## config.mk

```make
export PLATFORM = sky130hd
export DESIGN_NAME = if_id_stage_flat
export DESIGN_NICKNAME = d
export VERILOG_FILES = /design/src/rtl/fetch_pkg.sv /design/src/rtl/if_id_stage_if.sv /design/src/rtl/imem_64x16.sv /design/src/rtl/if_id_stage.sv /design/src/flat_wrapper.sv
export SDC_FILE = /design/constraint.sdc
export NUM_CORES = 1
export LEC_CHECK = 0
export ABC_AREA = 1
export CAP_MARGIN = 10
export CORE_UTILIZATION = 40
export CTS_CLUSTER_DIAMETER = 80
export CTS_CLUSTER_SIZE = 8
export DETAILED_ROUTE_END_ITERATION = 12
export DONT_BUFFER_PORTS = 1
export HOLD_SLACK_MARGIN = 0.03
export PLACE_DENSITY = 0.64
export SETUP_SLACK_MARGIN = 0.1
export SYNTH_ARGS = -nofsm -noshare
export SYNTH_HDL_FRONTEND = slang
export SYNTH_SLANG_ARGS = --single-unit
```

## constraint.sdc

```tcl
create_clock -name clk -period 2.9 [get_ports clk]
set_input_delay 0.58 -clock clk [delete_from_list [all_inputs] [get_ports clk]]
set_output_delay 0.58 -clock clk [all_outputs]
set_load 0.02 [all_outputs]
```

## src/rtl/fetch_pkg.sv

```systemverilog
// Shared widths, constants and FSM encodings for the fetch stage and IF/ID register.
package fetch_pkg;
  localparam int ADDR_W = 6;
  localparam int DATA_W = 16;

  localparam logic [DATA_W-1:0] NOP_INSTR  = 16'h0000;
  localparam logic [7:0]        BUBBLE_MAX = 8'd255;

  typedef logic [1:0] state_t;
  localparam state_t S_BOOT  = 2'd0;
  localparam state_t S_RUN   = 2'd1;
  localparam state_t S_STALL = 2'd2;
endpackage

```

## src/rtl/if_id_stage_if.sv

```systemverilog
// Fetch-side bus: PC/hazard controls and imem load port in, IF/ID register contents out.
interface if_id_stage_if;
  import fetch_pkg::*;

  logic [ADDR_W-1:0] pc_in;
  logic              flush_in;
  logic              stall_in;
  logic              imem_we;
  logic [ADDR_W-1:0] imem_waddr;
  logic [DATA_W-1:0] imem_wdata;
  logic [DATA_W-1:0] ifid_instr;
  logic [ADDR_W-1:0] ifid_pc;
  logic [ADDR_W-1:0] ifid_pc_plus1;
  logic              ifid_valid;
  logic              ifid_stalled;
  logic [7:0]        bubble_count;

  modport master (
    output pc_in, flush_in, stall_in, imem_we, imem_waddr, imem_wdata,
    input  ifid_instr, ifid_pc, ifid_pc_plus1, ifid_valid, ifid_stalled, bubble_count
  );

  modport slave (
    input  pc_in, flush_in, stall_in, imem_we, imem_waddr, imem_wdata,
    output ifid_instr, ifid_pc, ifid_pc_plus1, ifid_valid, ifid_stalled, bubble_count
  );
endinterface

```

## src/rtl/imem_64x16.sv

```systemverilog
// 64-word instruction memory: combinational read, write on posedge, no reset, no bypass.
module imem_64x16
  import fetch_pkg::*;
(
  input  logic              clk,
  input  logic              we,
  input  logic [ADDR_W-1:0] waddr,
  input  logic [DATA_W-1:0] wdata,
  input  logic [ADDR_W-1:0] raddr,
  output logic [DATA_W-1:0] rdata
);
  logic [DATA_W-1:0] mem [0:(1<<ADDR_W)-1];

  always_ff @(posedge clk) begin
    if (we) mem[waddr] <= wdata;
  end

  // Same-address write/read in one cycle returns the old word.
  assign rdata = mem[raddr];
endmodule

```

## src/rtl/if_id_stage.sv

```systemverilog
// Fetch + IF/ID register: one-cycle fetch latency, one BOOT cycle after reset.
// Stall holds the register contents; flush inserts a NOP bubble and overrides stall.
module if_id_stage
  import fetch_pkg::*;
(
  input  logic          clk,
  input  logic          rst,
  if_id_stage_if.slave  bus
);
  state_t            state;
  logic [DATA_W-1:0] instr_q;
  logic [ADDR_W-1:0] pc_q;
  logic [ADDR_W-1:0] pc_plus1_q;
  logic              valid_q;
  logic [7:0]        bubble_q;
  logic [DATA_W-1:0] fetch_word;

  imem_64x16 u_imem (
    .clk   (clk),
    .we    (bus.imem_we),
    .waddr (bus.imem_waddr),
    .wdata (bus.imem_wdata),
    .raddr (bus.pc_in),
    .rdata (fetch_word)
  );

  always_ff @(posedge clk) begin
    if (rst) begin
      state      <= S_BOOT;
      instr_q    <= NOP_INSTR;
      pc_q       <= '0;
      pc_plus1_q <= '0;
      valid_q    <= 1'b0;
      bubble_q   <= '0;
    end else if (state == S_BOOT) begin
      state <= S_RUN;
    end else if (bus.flush_in) begin
      state      <= S_RUN;
      instr_q    <= NOP_INSTR;
      pc_q       <= '0;
      pc_plus1_q <= '0;
      valid_q    <= 1'b0;
      if (bubble_q != BUBBLE_MAX) bubble_q <= bubble_q + 8'd1;
    end else if (bus.stall_in) begin
      state <= S_STALL;
    end else begin
      state      <= S_RUN;
      instr_q    <= fetch_word;
      pc_q       <= bus.pc_in;
      pc_plus1_q <= bus.pc_in + 1'b1;
      valid_q    <= 1'b1;
    end
  end

  assign bus.ifid_instr    = instr_q;
  assign bus.ifid_pc       = pc_q;
  assign bus.ifid_pc_plus1 = pc_plus1_q;
  assign bus.ifid_valid    = valid_q;
  assign bus.ifid_stalled  = (state == S_STALL);
  assign bus.bubble_count  = bubble_q;
endmodule

```

## src/flat_wrapper.sv

```systemverilog
// flat-port wrapper written by rule: the top's interface ports become plain ports
module if_id_stage_flat import fetch_pkg::*;
  (clk, rst, bus_pc_in, bus_flush_in, bus_stall_in, bus_imem_we, bus_imem_waddr, bus_imem_wdata, bus_ifid_instr, bus_ifid_pc, bus_ifid_pc_plus1, bus_ifid_valid, bus_ifid_stalled, bus_bubble_count);
  if_id_stage_if bus_i ();
  input  logic clk;
  input  logic rst;
  input wire logic [$bits(bus_i.pc_in)-1:0] bus_pc_in;
  input wire logic [$bits(bus_i.flush_in)-1:0] bus_flush_in;
  input wire logic [$bits(bus_i.stall_in)-1:0] bus_stall_in;
  input wire logic [$bits(bus_i.imem_we)-1:0] bus_imem_we;
  input wire logic [$bits(bus_i.imem_waddr)-1:0] bus_imem_waddr;
  input wire logic [$bits(bus_i.imem_wdata)-1:0] bus_imem_wdata;
  output wire logic [$bits(bus_i.ifid_instr)-1:0] bus_ifid_instr;
  output wire logic [$bits(bus_i.ifid_pc)-1:0] bus_ifid_pc;
  output wire logic [$bits(bus_i.ifid_pc_plus1)-1:0] bus_ifid_pc_plus1;
  output wire logic [$bits(bus_i.ifid_valid)-1:0] bus_ifid_valid;
  output wire logic [$bits(bus_i.ifid_stalled)-1:0] bus_ifid_stalled;
  output wire logic [$bits(bus_i.bubble_count)-1:0] bus_bubble_count;
  assign bus_i.pc_in = bus_pc_in;
  assign bus_i.flush_in = bus_flush_in;
  assign bus_i.stall_in = bus_stall_in;
  assign bus_i.imem_we = bus_imem_we;
  assign bus_i.imem_waddr = bus_imem_waddr;
  assign bus_i.imem_wdata = bus_imem_wdata;
  assign bus_ifid_instr = bus_i.ifid_instr;
  assign bus_ifid_pc = bus_i.ifid_pc;
  assign bus_ifid_pc_plus1 = bus_i.ifid_pc_plus1;
  assign bus_ifid_valid = bus_i.ifid_valid;
  assign bus_ifid_stalled = bus_i.ifid_stalled;
  assign bus_bubble_count = bus_i.bubble_count;
  if_id_stage u_core (.clk(clk), .rst(rst), .bus(bus_i));
endmodule
```

==> metrics.txt, run 1 <==
status=finished with violations; failing checks=slew limit, setup timing; detailed-route via count=about 28,000; Area Overhead vs Synth=14.9%; antenna diode count=0; initial antenna violation count=1; PD cells=roughly 700 nW/µm²; met3 wire length=between 10 and 15 mm; Top FF cell, synth=edfxtp_1; drt total wl=117 mm; die extent in x=~330 µm; Residual DRC=0; max_slew headroom=-48.6%; synthesized instance count=approximately 3,700; via/cell ratio=~5.5; number of DRC markers in iteration 0=around 3,300; DR top layer=met5; Critical Path Fanout Max=515; wl on met1=just under 50 mm; layout net count=3,779; Hold Path Class=primary input to flip-flop; setup violators final=2; Synth Warn #=0; FILL cells=roughly 9,400; Worst VDD drop=around 0.42 mV; final number of max-transition violations=between 300 and 400; Final ANT Viol Nets=0; Final Cycle Share=103%; CTS Buffer Depth=3; share of layout cells above drive strength 1=roughly 8.4%; total power=roughly 35,000 µW; met2 WL=approximately 54 mm; worst path arrival time=3660 ps; Crit Path Class=primary input to flip-flop; Worst setup EP type=flip-flop; FP Rows=120; worst-margin pin slew=about 2200 ps; DR pass1 iterations=6; grt total ovfl=0; reg2reg setup slack=just over 1000 ps; TritonCTS Sinks=1,063; TritonCTS buffer count=about 150; TritonCTS clock tree=yes; global-route wire length before repair=172 mm; Placed Area=roughly 45,000 µm²; sequential area share after synthesis=73.2%; pre-CTS setup slack=between 150 and 200 ps; hpwl dp=60.8 mm; design area=roughly 50,000 µm²; Setup WS post-layout=-91.7 ps; RSZ-0062 raised after global routing=false; total track usage=a little over a fifth; fmax=0.334 GHz; Max-Cap Viols=0; asr flop ratio synth=0%; Post-Syn Nets=~3,700; die area=roughly 110,000 µm²; Placer Congestion=0.847; Final min period=around 3000 ps; initial core utilization=40.3%; hold_ws=~76 ps; final hold violations=0; Die H=about 330 µm; Core ar.=between 100,000 and 150,000 µm²; Root Buffer=clkbuf_16; num ports=a little over 70; Cell variety after synth=28; setup TNS=-143 ps; Worst Clk Skew=~29 ps; # Post-CTS Setup Buffers=0; synthesized area=~43,000 µm²; Critical Path Start Type=primary input; EDFF count, synth=approximately 1,000; H-tree depth=4; Worst-Skew Late Latency=750 ps; number of global-route vias before repair=roughly 26,000; Pleak=0.0177 µW; synthesized area per cell=11.7 µm²; largest net degree at the start of global routing=516; Clock transition at path regs=50 ps; port bufs=0; number of synthesized register bits=approximately 1,100; routed len/inst=roughly 22 µm; Worst Path Required=3570 ps
## layout by cell type, fill, tap and decap left out, types with 2 or more instances in the layout
master            n
a21boi_0          3
a21oi_1          41
a31oi_1           3
buf_12           20
buf_16           16
buf_4            99
clkbuf_1         40
clkbuf_16       152
clkinv_16         5
clkinv_8          3
dfxtp_1          39
dlygate4sd3_1     6
edfxtp_1       1024
ha_1              2
inv_1            30
inv_16            5
inv_8             2
nand2_1        1316
nand3_1         839
nand4_1          10
nor2_1           79
nor2_2            7
nor3_1            6
nor3b_1           2
nor4_2            8
o211ai_1          2
o21ai_0          19
o21ai_1           7
o22ai_1           6
xor2_1            2
## cells by family (layout without fill, tap and decap cells)
| logic type | Yosys count | count (layout) | share of synthesized area [%] |
|---|---|---|---|
| simple gates | 2267 | 2267 | 22.3 |
| xor+xnor | 2 | 2 | 0.0407 |
| flops | 1063 | 1063 | 73.2 |
| compound gates | 82 | 82 | 1.01 |
| fa+ha+maj | 2 | 2 | 0.0581 |
| buf+inv | 267 | 383 | 3.40 |
## worst paths after layout
| path | start | end | cells after the start |
|---|---|---|---|
| setup / recovery | bus_pc_in[0] | u_core.bus.ifid_instr[9] | 13 |
| setup reg to reg | u_core.bus.bubble_count[0] | u_core.bus.bubble_count[6] | 7 |
| hold reg to reg | u_core.bus.ifid_pc[2] | u_core.bus.ifid_pc[2] | 2 |
| hold / removal | bus_pc_in[3] | u_core.bus.ifid_pc[3] | 2 |
## state kept, by name (all words and copies together), names as in the netlist
register,count
u_core.bus.bubble_count,8
u_core.bus.ifid_pc,6
u_core.bus.ifid_instr,16
u_core.u_imem.mem,1024
u_core.bus.ifid_valid,1
u_core.state,2
u_core.bus.ifid_pc_plus1,6
## worst max-delay path, cell delays in order
cell     delay [ps]
inv_8           550
buf_12          270
buf_12          300
nand2_1          90
nand3_1          80
nand3_1         120
nand2_1         150
nand2_1          70
nand3_1          90
nand3_1         300
nand2_1         140
nand2_1          60
a21oi_1         120
## stage by stage
stage | utilization [%] | std cells
floorplan | - | 3683
global placement | 41.8 | 4971
detailed placement | 41.8 | 4971
CTS | 46.3 | 5202
global route | 46.3 | 5202
finish | 46.3 | 5202
## power by group
group | internal (µW) | leakage (µW) | switching, µW
clock network | 9540 | 0.00206 | 6460
registers | 17000 | 0.00953 | 81.6
logic | 548 | 0.00613 | 1220
## area by class of cell
cell class | count | area [µm²] | area share, %
multi-input combinational | 2353 | 10200 | 20.5
timing repair buffer | 141 | 1640 | 3.32
tap | 1403 | 1760 | 3.55
inverter | 34 | 145 | 0.293
clock inverter | 16 | 320 | 0.647
clock buffer | 192 | 3950 | 7.99
sequential | 1063 | 31500 | 63.7
## synth_stat cells (10+ instances only)
library cell  count  area (µm²)
nand2_1        1316        4940
edfxtp_1       1024       30700
nand3_1         839        4200
buf_2           112         561
nor2_1           86         323
clkbuf_1         53         199
a21oi_1          41         205
dfxtp_1          39         781
inv_1            31         116
buf_6            28         315
buf_4            23         173
o21ai_0          19        95.1
buf_1            15        56.3
nand4_1          10        62.6
## routing by layer
metal	up-vias	track usage [%]
met5	-	0
met4	2	8.40
met3	227	3.91
met2	1377	33.0
met1	13800	29.5
li1	13000	-
## what timing repair did
action	CTS	global route
endpoints found under the hold margin	1054	0
hold buffers	23	0
gates resized for setup	0	0
(Power assumes the default switching activity.)
==> inputs of run 2 (changes only) <==
--- a/config.mk
+++ b/config.mk
@@ -8,7 +8,6 @@
 export ABC_AREA = 1
 export CAP_MARGIN = 10
 export CORE_UTILIZATION = 40
-export CTS_CLUSTER_DIAMETER = 80
 export CTS_CLUSTER_SIZE = 8
 export DETAILED_ROUTE_END_ITERATION = 12
 export DONT_BUFFER_PORTS = 1
==> run 2 against run 1 <==
Critical path depth stayed put. The run now ends clean. Critical endpoint unchanged. Critical path type unchanged. Sequential power barely moved. Clock power hardly changed. Sequential share of layout area grew 0.15 points. Largest power group unchanged. First-iteration DRC count down 1.2%. Non-clock buffer count did not move.
==> metrics.txt, run 2 (synthesized netlist as in run 1, its figures left out) <==
PD cells=~700 nW/µm²; num ports=71; Worst-Skew Late Latency=about 740 ps; RSZ-0062 raised after global routing=false; max_slew headroom=10.7%; setup violators final=0; met3 usage in global routing=roughly 4.5%; die area=around 110,000 µm²; global-route wire length before repair=about 170 mm; critical path depth=13; Most common cell on crit path=nand2_1; largest net degree at the start of global routing=roughly 520; GR peak layer=met2; layout net count=3,778; via/cell ratio=roughly 5.5; Worst setup EP type=flip-flop; crit-path max cell delay=around 420 ps; Root Buffer=clkbuf_16; final number of max-transition violations=0; fin util=a little under half; Final ANT Viol Nets=0; most frequent cells in the layout=nand2_1 (1,316), edfxtp_1 (1,024), nand3_1 (839); port bufs=0; worst-margin pin slew=approximately 1300 ps; H-tree depth=4; FP Rows=120; Buffers & Inverters on Critical Path=3; initial core utilization=40.3%; number of global-route vias before repair=about 26,000; FILL cells=approximately 9,400; CP delay by family, top=simple AND/OR/NAND/NOR gates; TritonCTS clock tree=yes; Placer Congestion=around 0.85; CTS Buffer Depth=3; hold_ws=between 50 and 60 ps; DR pass1 iterations=6; total power=~34,000 µW; fmax=between 0.3 and 0.4 GHz; die extent in x=between 300 and 400 µm; critical-path cell list=inv_8, buf_12, buf_12, nand2_1, nand3_1, nand3_1, nand2_1, nand2_1, nand3_1, nand3_1, nand2_1, nand2_1, a21oi_1; Clock transition at path regs=50 ps; Residual DRC=0; number of DRC markers in iteration 0=approximately 3,300; Max-Cap Viols=0; number of flip-flops in the largest register=1,024; Critical Path Fanout Max=a little over 500; Hold Path Class=primary input to flip-flop; Worst VDD drop=about 0.48 mV; commonest non-fill, non-tap cell in the layout=nand2_1; Global Route met2 Usage=about 33%; TritonCTS buffer count=150; routed len/inst=roughly 23 µm; drt total wl=around 120 mm; Worst Clk Skew=around 26 ps; Pleak=between 0.015 and 0.02 µW; Reg2Reg Depth=7; Core ar.=around 110,000 µm²; largest register by flop count=u_core.u_imem.mem; Worst Path Required=3550 ps; Min-Delay Path Depth=2; detailed-route via count=roughly 29,000; Area Overhead vs Synth=14.6%; Final min period=about 2600 ps; hpwl dp=just over 60 mm; final hold violations=0; grt total ovfl=0; Crit Path Class=primary input to flip-flop; share of layout cells above drive strength 1=under 10%; Critical Path Start Type=primary input; Final Cycle Share=89.5%; setup TNS=0 ps; TritonCTS Sinks=about 1,100; met1 usage=~29%; Die H=between 300 and 400 µm; initial antenna violation count=2; worst path arrival time=roughly 3200 ps; total track usage=21.2%; CP max stage cell=inv_8; status=finished clean
==> run 2: area by class of cell <==
type	instances	area (µm²)	share of cell area (%)
Antenna cell	1	2.50	0.00507
Clock buffer	188	3940	7.97
Clock inverter	13	216	0.438
Inverter	34	145	0.294
Multi-Input combinational cell	2353	10200	20.6
Sequential cell	1063	31500	63.8
Tap cell	1403	1760	3.55
Timing Repair Buffer	141	1640	3.33
==> run 2: power by group <==
| group | switching [µW] | internal [µW] | total, µW | leakage (µW) |
|---|---|---|---|---|
| Sequential | 81.1 | 17000 | 17100 | 0.00953 |
| Combinational | 1220 | 538 | 1760 | 0.00613 |
| Clock | 6240 | 9430 | 15700 | 0.00201 |
| Total | 7540 | 27000 | 34500 | 0.0177 |
==> run 2: metal layers <==
metal | part of all wire [%] | wire length [µm] | vias to the layer above
met2 | 46 | 54000 | 1350
met4 | 3.2 | 3770 | 4
li1 | - | - | 13000
met3 | 9.5 | 11100 | 234
met1 | 41 | 48100 | 13900
met5 | 0.025 | 29 | -
==> run 2: worst paths after layout <==
kind,start,endpoint,slack [ps]
setup reg to reg,u_core.state[1],u_core.bus.ifid_pc[3],970
hold reg to reg,u_core.bus.ifid_pc[4],u_core.bus.ifid_pc[4],580
setup / recovery,bus_pc_in[0],u_core.bus.ifid_instr[9],300
hold / removal,bus_pc_in[2],u_core.bus.ifid_pc[2],50
==> run 2: through the flow <==
stage                     instance area (µm²)  std cells  worst slack [ps]
after floorplan                         43100       3683              -234
after global placement                  44700       4971               178
final                                   49400       5196               305
after CTS                               49400       5195               843
after global routing                    49400       5195               565
after detailed placement                44700       4971               152
==> run 2: what timing repair did <==
item | 4_1_cts | 5_1_grt
endpoints found under the hold margin | 1054 | 0
hold buffers | 23 | 0
setup buffers | 0 | 0
gates resized for setup | 0 | 0
==> run 2: worst register-to-register path: cells and delay by family, from the launching register on <==
family	cells	cell delay [ps]
buffers and inverters	3	1030
and+or+nand+nor	3	400
DFF	1	310
AOI/OAI and AO/OA	1	170
